$ cat src/rtl/dvp_tx_pkg.sv
// Shared definitions for the DVP test-pattern transmitter: FSM states,
// RGB565 colour-bar palette and pattern select codes.
package dvp_tx_pkg;

  typedef enum logic [2:0] {
    StIdle,
    StVsync,
    StVback,
    StActive,
    StHblank,
    StVfront
  } dvp_state_e;

  // RGB565 colour bars, left to right
  localparam logic [15:0] ColorWhite   = 16'hFFFF;
  localparam logic [15:0] ColorYellow  = 16'hFFE0;
  localparam logic [15:0] ColorCyan    = 16'h07FF;
  localparam logic [15:0] ColorGreen   = 16'h07E0;
  localparam logic [15:0] ColorMagenta = 16'hF81F;
  localparam logic [15:0] ColorRed     = 16'hF800;
  localparam logic [15:0] ColorBlue    = 16'h001F;
  localparam logic [15:0] ColorBlack   = 16'h0000;

  localparam logic [1:0] PatBars    = 2'd0;
  localparam logic [1:0] PatSolid   = 2'd1;
  localparam logic [1:0] PatRamp    = 2'd2;
  localparam logic [1:0] PatChecker = 2'd3;

  // Bar index beyond 6 (including out-of-range lookahead) maps to black
  function automatic logic [15:0] bar_color(input logic [11:0] bar);
    logic [15:0] color;
    case (bar)
      12'd0:   color = ColorWhite;
      12'd1:   color = ColorYellow;
      12'd2:   color = ColorCyan;
      12'd3:   color = ColorGreen;
      12'd4:   color = ColorMagenta;
      12'd5:   color = ColorRed;
      12'd6:   color = ColorBlue;
      default: color = ColorBlack;
    endcase
    return color;
  endfunction

endpackage

$ cat src/rtl/dvp_pattern_gen.sv
// Test-pattern pixel generator: one registered RGB565 pixel per (x, y).
module dvp_pattern_gen
  import dvp_tx_pkg::*;
#(
  parameter logic [11:0] H_PIXEL = 12'd640
) (
  input  logic        clk_24m,
  input  logic        rst_n,
  input  logic [11:0] pix_x_i,
  input  logic [11:0] pix_y_i,
  input  logic [1:0]  sel_i,
  input  logic [15:0] solid_rgb_i,
  output logic [15:0] pixel_o
);

  localparam logic [11:0] BarWidth = H_PIXEL >> 3;

  logic [15:0] pixel_d, pixel_q;

  // Pattern select and per-pattern pixel value
  always_comb begin
    pixel_d = 16'h0000;
    unique case (sel_i)
      PatBars:    pixel_d = bar_color(pix_x_i / BarWidth);
      PatSolid:   pixel_d = solid_rgb_i;
      PatRamp:    pixel_d = {4'h0, pix_x_i} + {4'h0, pix_y_i};
      PatChecker: pixel_d = (pix_x_i[4] ^ pix_y_i[4]) ? 16'hFFFF : 16'h0000;
      default:    pixel_d = 16'h0000;
    endcase
  end

  // Output register keeps dvp_data free of combinational pattern logic
  always_ff @(posedge clk_24m or negedge rst_n) begin
    if (!rst_n) pixel_q <= 16'h0000;
    else        pixel_q <= pixel_d;
  end

  assign pixel_o = pixel_q;

endmodule

$ cat src/rtl/dvp_tx_pattern.sv
// DVP camera-side transmitter: pclk = clk_24m/2, vsync/href framing and
// byte-serial RGB565 test patterns. All framing updates on the clk_24m edge
// where pclk falls, so data is stable at the receiver's pclk rising edge.
module dvp_tx_pattern
  import dvp_tx_pkg::*;
#(
  parameter logic [11:0] H_PIXEL = 12'd640,
  parameter logic [11:0] V_PIXEL = 12'd480,
  parameter logic [11:0] H_BLANK = 12'd160,
  parameter logic [7:0]  V_SYNC  = 8'd4,
  parameter logic [7:0]  V_BACK  = 8'd16,
  parameter logic [7:0]  V_FRONT = 8'd8
) (
  input  logic        clk_24m,
  input  logic        rst_n,
  input  logic        enable,
  input  logic [1:0]  pattern_sel,
  input  logic [15:0] solid_rgb,
  output logic        dvp_pclk,
  output logic        dvp_vsync,
  output logic        dvp_href,
  output logic [7:0]  dvp_data,
  output logic        busy,
  output logic        frame_done,
  output logic [7:0]  frame_cnt
);

  localparam int unsigned LineLen = 2 * int'(H_PIXEL) + int'(H_BLANK);
  localparam logic [13:0] LineLast   = 14'(LineLen - 1);
  localparam logic [13:0] ActLast    = 14'(2 * int'(H_PIXEL) - 1);
  localparam logic [13:0] HblankLast = 14'(int'(H_BLANK) - 1);
  localparam logic [11:0] VsyncLast  = 12'(V_SYNC) - 12'd1;
  localparam logic [11:0] VbackLast  = 12'(V_BACK) - 12'd1;
  localparam logic [11:0] VfrontLast = 12'(V_FRONT) - 12'd1;
  localparam logic [11:0] VpixLast   = V_PIXEL - 12'd1;

  dvp_state_e  state_q, state_d;
  logic        pclk_q;
  logic        tick;
  logic [13:0] h_cnt_q, h_cnt_d;
  logic [11:0] line_q, line_d;
  logic [1:0]  sel_q, sel_d;
  logic [15:0] solid_q, solid_d;
  logic [7:0]  data_q, data_d;
  logic [7:0]  frame_cnt_q, frame_cnt_d;
  logic        frame_done_q, frame_done_d;
  logic [11:0] la_x, la_y;
  logic [15:0] pixel;

  // Tick is the edge on which pclk falls, i.e. whenever pclk is currently high
  assign tick = pclk_q;

  // Lookahead coordinates: the pixel that the next tick will start sending
  always_comb begin
    la_x = 12'd0;
    la_y = 12'd0;
    if (state_q == StActive) begin
      la_x = 12'((h_cnt_q + 14'd1) >> 1);
      la_y = line_q;
    end else if (state_q == StHblank) begin
      la_y = line_q + 12'd1;
    end
  end

  dvp_pattern_gen #(
    .H_PIXEL (H_PIXEL)
  ) u_pattern_gen (
    .clk_24m     (clk_24m),
    .rst_n       (rst_n),
    .pix_x_i     (la_x),
    .pix_y_i     (la_y),
    .sel_i       (sel_q),
    .solid_rgb_i (solid_q),
    .pixel_o     (pixel)
  );

  // Frame FSM, counters and output byte mux, advancing only on tick
  always_comb begin
    state_d      = state_q;
    h_cnt_d      = h_cnt_q;
    line_d       = line_q;
    sel_d        = sel_q;
    solid_d      = solid_q;
    data_d       = data_q;
    frame_cnt_d  = frame_cnt_q;
    frame_done_d = 1'b0;
    if (tick) begin
      unique case (state_q)
        StIdle: begin
          if (enable) begin
            state_d = StVsync;
            h_cnt_d = 14'd0;
            line_d  = 12'd0;
            sel_d   = pattern_sel;
            solid_d = solid_rgb;
          end
        end
        StVsync: begin
          if (h_cnt_q == LineLast) begin
            h_cnt_d = 14'd0;
            if (line_q == VsyncLast) begin
              state_d = StVback;
              line_d  = 12'd0;
            end else begin
              line_d = line_q + 12'd1;
            end
          end else begin
            h_cnt_d = h_cnt_q + 14'd1;
          end
        end
        StVback: begin
          if (h_cnt_q == LineLast) begin
            h_cnt_d = 14'd0;
            if (line_q == VbackLast) begin
              state_d = StActive;
              line_d  = 12'd0;
            end else begin
              line_d = line_q + 12'd1;
            end
          end else begin
            h_cnt_d = h_cnt_q + 14'd1;
          end
        end
        StActive: begin
          if (h_cnt_q == ActLast) begin
            state_d = StHblank;
            h_cnt_d = 14'd0;
          end else begin
            h_cnt_d = h_cnt_q + 14'd1;
          end
        end
        StHblank: begin
          if (h_cnt_q == HblankLast) begin
            h_cnt_d = 14'd0;
            if (line_q == VpixLast) begin
              state_d = StVfront;
              line_d  = 12'd0;
            end else begin
              state_d = StActive;
              line_d  = line_q + 12'd1;
            end
          end else begin
            h_cnt_d = h_cnt_q + 14'd1;
          end
        end
        StVfront: begin
          if (h_cnt_q == LineLast) begin
            h_cnt_d = 14'd0;
            if (line_q == VfrontLast) begin
              line_d       = 12'd0;
              frame_done_d = 1'b1;
              frame_cnt_d  = frame_cnt_q + 8'd1;
              if (enable) begin
                state_d = StVsync;
                sel_d   = pattern_sel;
                solid_d = solid_rgb;
              end else begin
                state_d = StIdle;
              end
            end else begin
              line_d = line_q + 12'd1;
            end
          end else begin
            h_cnt_d = h_cnt_q + 14'd1;
          end
        end
        default: state_d = StIdle;
      endcase
      // Even byte index carries the high byte of the pixel
      if (state_d == StActive) data_d = h_cnt_d[0] ? pixel[7:0] : pixel[15:8];
      else                     data_d = 8'h00;
    end
  end

  // State and output registers; reset clears every output immediately
  always_ff @(posedge clk_24m or negedge rst_n) begin
    if (!rst_n) begin
      state_q      <= StIdle;
      pclk_q       <= 1'b0;
      h_cnt_q      <= 14'd0;
      line_q       <= 12'd0;
      sel_q        <= 2'd0;
      solid_q      <= 16'h0000;
      data_q       <= 8'h00;
      frame_cnt_q  <= 8'h00;
      frame_done_q <= 1'b0;
    end else begin
      state_q      <= state_d;
      pclk_q       <= ~pclk_q;
      h_cnt_q      <= h_cnt_d;
      line_q       <= line_d;
      sel_q        <= sel_d;
      solid_q      <= solid_d;
      data_q       <= data_d;
      frame_cnt_q  <= frame_cnt_d;
      frame_done_q <= frame_done_d;
    end
  end

  assign dvp_pclk   = pclk_q;
  assign dvp_vsync  = (state_q == StVsync);
  assign dvp_href   = (state_q == StActive);
  assign dvp_data   = data_q;
  assign busy       = (state_q != StIdle);
  assign frame_done = frame_done_q;
  assign frame_cnt  = frame_cnt_q;

endmodule

$ cat config.mk
export PLATFORM = sky130hd
export DESIGN_NAME = dvp_tx_pattern
export DESIGN_NICKNAME = d
export VERILOG_FILES = /design/src/rtl/dvp_tx_pkg.sv /design/src/rtl/dvp_pattern_gen.sv /design/src/rtl/dvp_tx_pattern.sv
export SDC_FILE = /design/constraint.sdc
export NUM_CORES = 1
export LEC_CHECK = 0
export ABC_AREA = 1
export CORE_MARGIN = 2
export CORE_UTILIZATION = 47
export CTS_BUF_LIST = sky130_fd_sc_hd__clkbuf_8 sky130_fd_sc_hd__clkbuf_16
export DETAILED_ROUTE_END_ITERATION = 10
export PLACE_DENSITY = 0.68
export SKIP_LAST_GASP = 1
export SLEW_MARGIN = 10
export SYNTH_ARGS = -nofsm -noshare
export SYNTH_HDL_FRONTEND = slang
export SYNTH_SLANG_ARGS = --single-unit
$ cat constraint.sdc
create_clock -name clk_24m -period 5.2 [get_ports clk_24m]
set_input_delay 0.52 -clock clk_24m [delete_from_list [all_inputs] [get_ports clk_24m]]
set_output_delay 0.52 -clock clk_24m [all_outputs]
set_load 0.02 [all_outputs]
==> flow_summary.ini <==
[run_status]
outcome = complete, no violations

[worst_setup_path]
path_cells = nor2_1 -> inv_1 -> nor2_1 -> inv_1 -> o22ai_1 -> ha_1 -> a21o_1 -> a31oi_1 -> nor2_1 -> o21ai_0 -> nand2_1 -> nand2_1 -> nand2_1 -> a21oi_1 -> nor2_1 -> o21ai_0 -> nand2_1 -> nand2_1 -> a21boi_0 -> o21ai_0 -> nand4_1
endpoint = u_pattern_gen.pixel_o[12]
cp_max_fo = 12
cp.arrival_ns = 3.99
slowest_delay_ns = 0.44
critPathLaunchType = flop
worst_setup_path_end_kind = flop
critPathBufInv = 2
cp_common_cell = nand2_1
crit_type = reg -> reg
cp.required_ns = 5.43
r2r_cells = 21
cp-startpoint = state_q[1]
r2r-end = u_pattern_gen.pixel_o[12]
path_delay_family = compound AO/OA/AOI/OAI gates
rrSetupSlack_ns = 1.45
cpMaxStageDelayCell = dfrtp_1
r2r_start = state_q[1]
path_depth = 21

[sta]
final.min_clock_period_ns = 3.75
rsz0062_at_grt = no
relSlewSlack = 0.309
slew_viol_final = 0
postLayoutSetupSlackWorst_ns = 1.45
worstMarginPinSlew_ns = 1.04
period_share = 0.722
tns_ns = 0
timing_hold_violations_final = 0
fin_skew_ns = 0.0135
hold_ws_ns = 0.313
fmax_mhz = 266
setup_viol = 0

[global_route]
grt_use_total = 0.231
grt_pass1_wl_um = 21000
use_met1 = 0.312
grt_busiest_layer = met2
grt_max_degree = 82
grt_pass1_vias = 4286
overflow = 0
met3_usage = 0.0307
antenna_found_initial = 0
grt.met2_usage = 0.375

[power]
p_per_area_nw_per_um2 = 209
share_comb_of_total_power = 0.022
p_seq_frac = 0.509
ir_drop_mv = 0.141
p_leak_nw = 3.03
p_sw_w = 0.000271
p_int_w = 0.000966
switching_share = 0.219
pwr-share-clk = 0.470

[yosys]
yosysTopAreaCell = dfrtp_1
syn_nets = 677
synth-xor-area-share = 0.0360
yosysSeqAreaShare = 0.397
syn_area_um2 = 5110
yosysMostFrequentCell = nand2_1
synth.area.mux_share = 0.0394
synth-seq-cells = 81
synth_cell_types = 49
synth_warnings = 0
synth.cells.most_frequent = 111 x nand2_1, 84 x inv_1, 81 x dfrtp_1
synth_top_family_by_area = simple AND/OR/NAND/NOR gates
synth-simple-area-share = 0.285
netlist_instances = 640
synth-edff-count = 0
synthTopCellsByArea = dfrtp_1 40%, nand2_1 8.2%, inv_1 6.2%
synth-compound-area-share = 0.125
synthAdderAreaFrac = 0.0406
netlist.area_leader.share = 0.397
synthArstFlopShare = 1.00
syn_avg_cell_area_um2 = 7.98
synth_flop_cell = dfrtp_1

[cts]
numCtsBuffers = 9
cts_max_level = 3
root_buffer = clkbuf_8
clkSinkCount = 81
clk_latency_ns = 0.38
cts-resized-gates = 0
post-cts-setup-buffers = 0
cts_tree = done
ctsHoldBuffers = 0
path_clk_slew_ns = 0.09
cts_max_path_buffers = 2

[die]
rows = 38
fp.dieH_um = 108
die_x_um = 108
core_area_um2 = 10700
pin_count = 42
die_area_um2 = 11700
initial_utilization = 0.476

[placed_design]
postPlaceCellArea_um2 = 5660
place_congestion = 0.955
dpl_worst_slack_ns = 1.52
dp_cells = 812
dpl.hpwl_um = 9950
port_buffers = 41

[route]
viasPerCell = 5.41
post_drt_wl_per_cell_um = 15.4
routed_wl_um = 12800
drtAntennaViolNets = 0
drt-pass1-iter-count = 5
drt-initial-drc-count = 286
drc_errors = 0
route.vias.total = 4482

[finish]
fin_cells = 828
fillers = 1051
diodes = 0
multiInputGateArea_um2 = 2690
seqCellArea_um2 = 2030
area_delta_synth_final_pct = 15.7
final_area_um2 = 5910
num-nets-final = 720
drive_gt1_frac = 0.135

[flow_run]
drv_cap = 0

[worst_hold_path]
hold_class = in -> async
==> routing by layer <==
| metal | up-vias | wire, um |
|---|---|---|
| li1 | 2232 | - |
| met1 | 2118 | 5960 |
| met2 | 109 | 5980 |
| met3 | 23 | 509 |
| met4 | 0 | 338 |
| met5 | - | 0 |
==> power by group through the flow <==
stage / sequential, W / clock, W / combinational, W
5_1_grt: 0.000629 / 0.000618 / 0.0000302
3_3_place_gp: 0.000642 / 0 / 0.0000276
3_5_place_dp: 0.000642 / 0 / 0.0000278
4_1_cts: 0.000629 / 0.000590 / 0.0000278
6_report: 0.000629 / 0.000581 / 0.0000266
2_1_floorplan: 0.000642 / 0 / 0.000000156
==> through the flow <==
stage               total power (W)  utilization
finish                      0.00124        0.550
global route                0.00128        0.550
CTS                         0.00125        0.550
detailed placement         0.000670        0.527
global placement           0.000669        0.527
floorplan                  0.000642            -
==> cells in the final DEF, fill, tap and decap left out, drive strengths merged, types with 2 or more instances in the layout <==
master and count:
nand2 141, inv 96, dfrtp 81, nor2 72
clkdlybuf4s50 40, nand3 38, o21ai 28, o22ai 27
a21oi 18, nand4 18, xor2 17, mux2 17
nor3 17, ha 15, clkbuf 9, o31ai 8
nor4 6, xnor2 4, a221oi 4, o211ai 4
a21o 3, o2111ai 3, bufinv 3, clkinv 3
and2 2, buf 2
==> cell families after synthesis <==
logic type	after synthesis
and+or+nand+nor	297
adders and majority gates	16
buffers and inverters	105
muxes	18
xor gates and xnor gates	21
AOI/OAI and AO/OA	102
DFF	81
==> worst register-to-register path, cell delays in order, from the launching register on <==
cell,delay [ns]
dfrtp_1,0.44
nor2_1,0.12
inv_1,0.05
nor2_1,0.37
inv_1,0.31
o22ai_1,0.25
ha_1,0.31
a21o_1,0.19
a31oi_1,0.18
nor2_1,0.08
o21ai_0,0.20
nand2_1,0.07
nand2_1,0.08
nand2_1,0.06
a21oi_1,0.17
nor2_1,0.07
o21ai_0,0.20
nand2_1,0.08
nand2_1,0.08
a21boi_0,0.07
o21ai_0,0.14
nand4_1,0.10
==> sequential cells by signal, summed over array words and instances (netlist names) <==
| register | cells |
|---|---|
| line_q | 12 |
| frame_done | 1 |
| dvp_pclk | 1 |
| dvp_data | 8 |
| solid_q | 16 |
| frame_cnt | 8 |
| state_q | 3 |
| u_pattern_gen.pixel_o | 16 |
| h_cnt_q | 14 |
| sel_q | 2 |
==> area by class of cell <==
cell class | instances | area share
clock buffer | 9 | 0.0210
multi-input combinational | 454 | 0.454
tap | 140 | 0.0296
inverter | 95 | 0.0607
sequential | 81 | 0.343
clock inverter | 7 | 0.0212
timing repair buffer | 42 | 0.0703
==> worst min-delay path by stage <==
stage	start	endpoint	slack, ns	cells after the start
final	rst_n	h_cnt_q[11]	0.31	1
after CTS	rst_n	h_cnt_q[11]	0.36	1
after global placement	frame_cnt[7]	frame_cnt[7]	0.46	1
after floorplan	rst_n	dvp_data[0]	0.22	0
after global routing	rst_n	h_cnt_q[11]	0.41	1
after detailed placement	frame_cnt[7]	frame_cnt[7]	0.46	1
No activity file was read; power rests on OpenSTA's default activity.
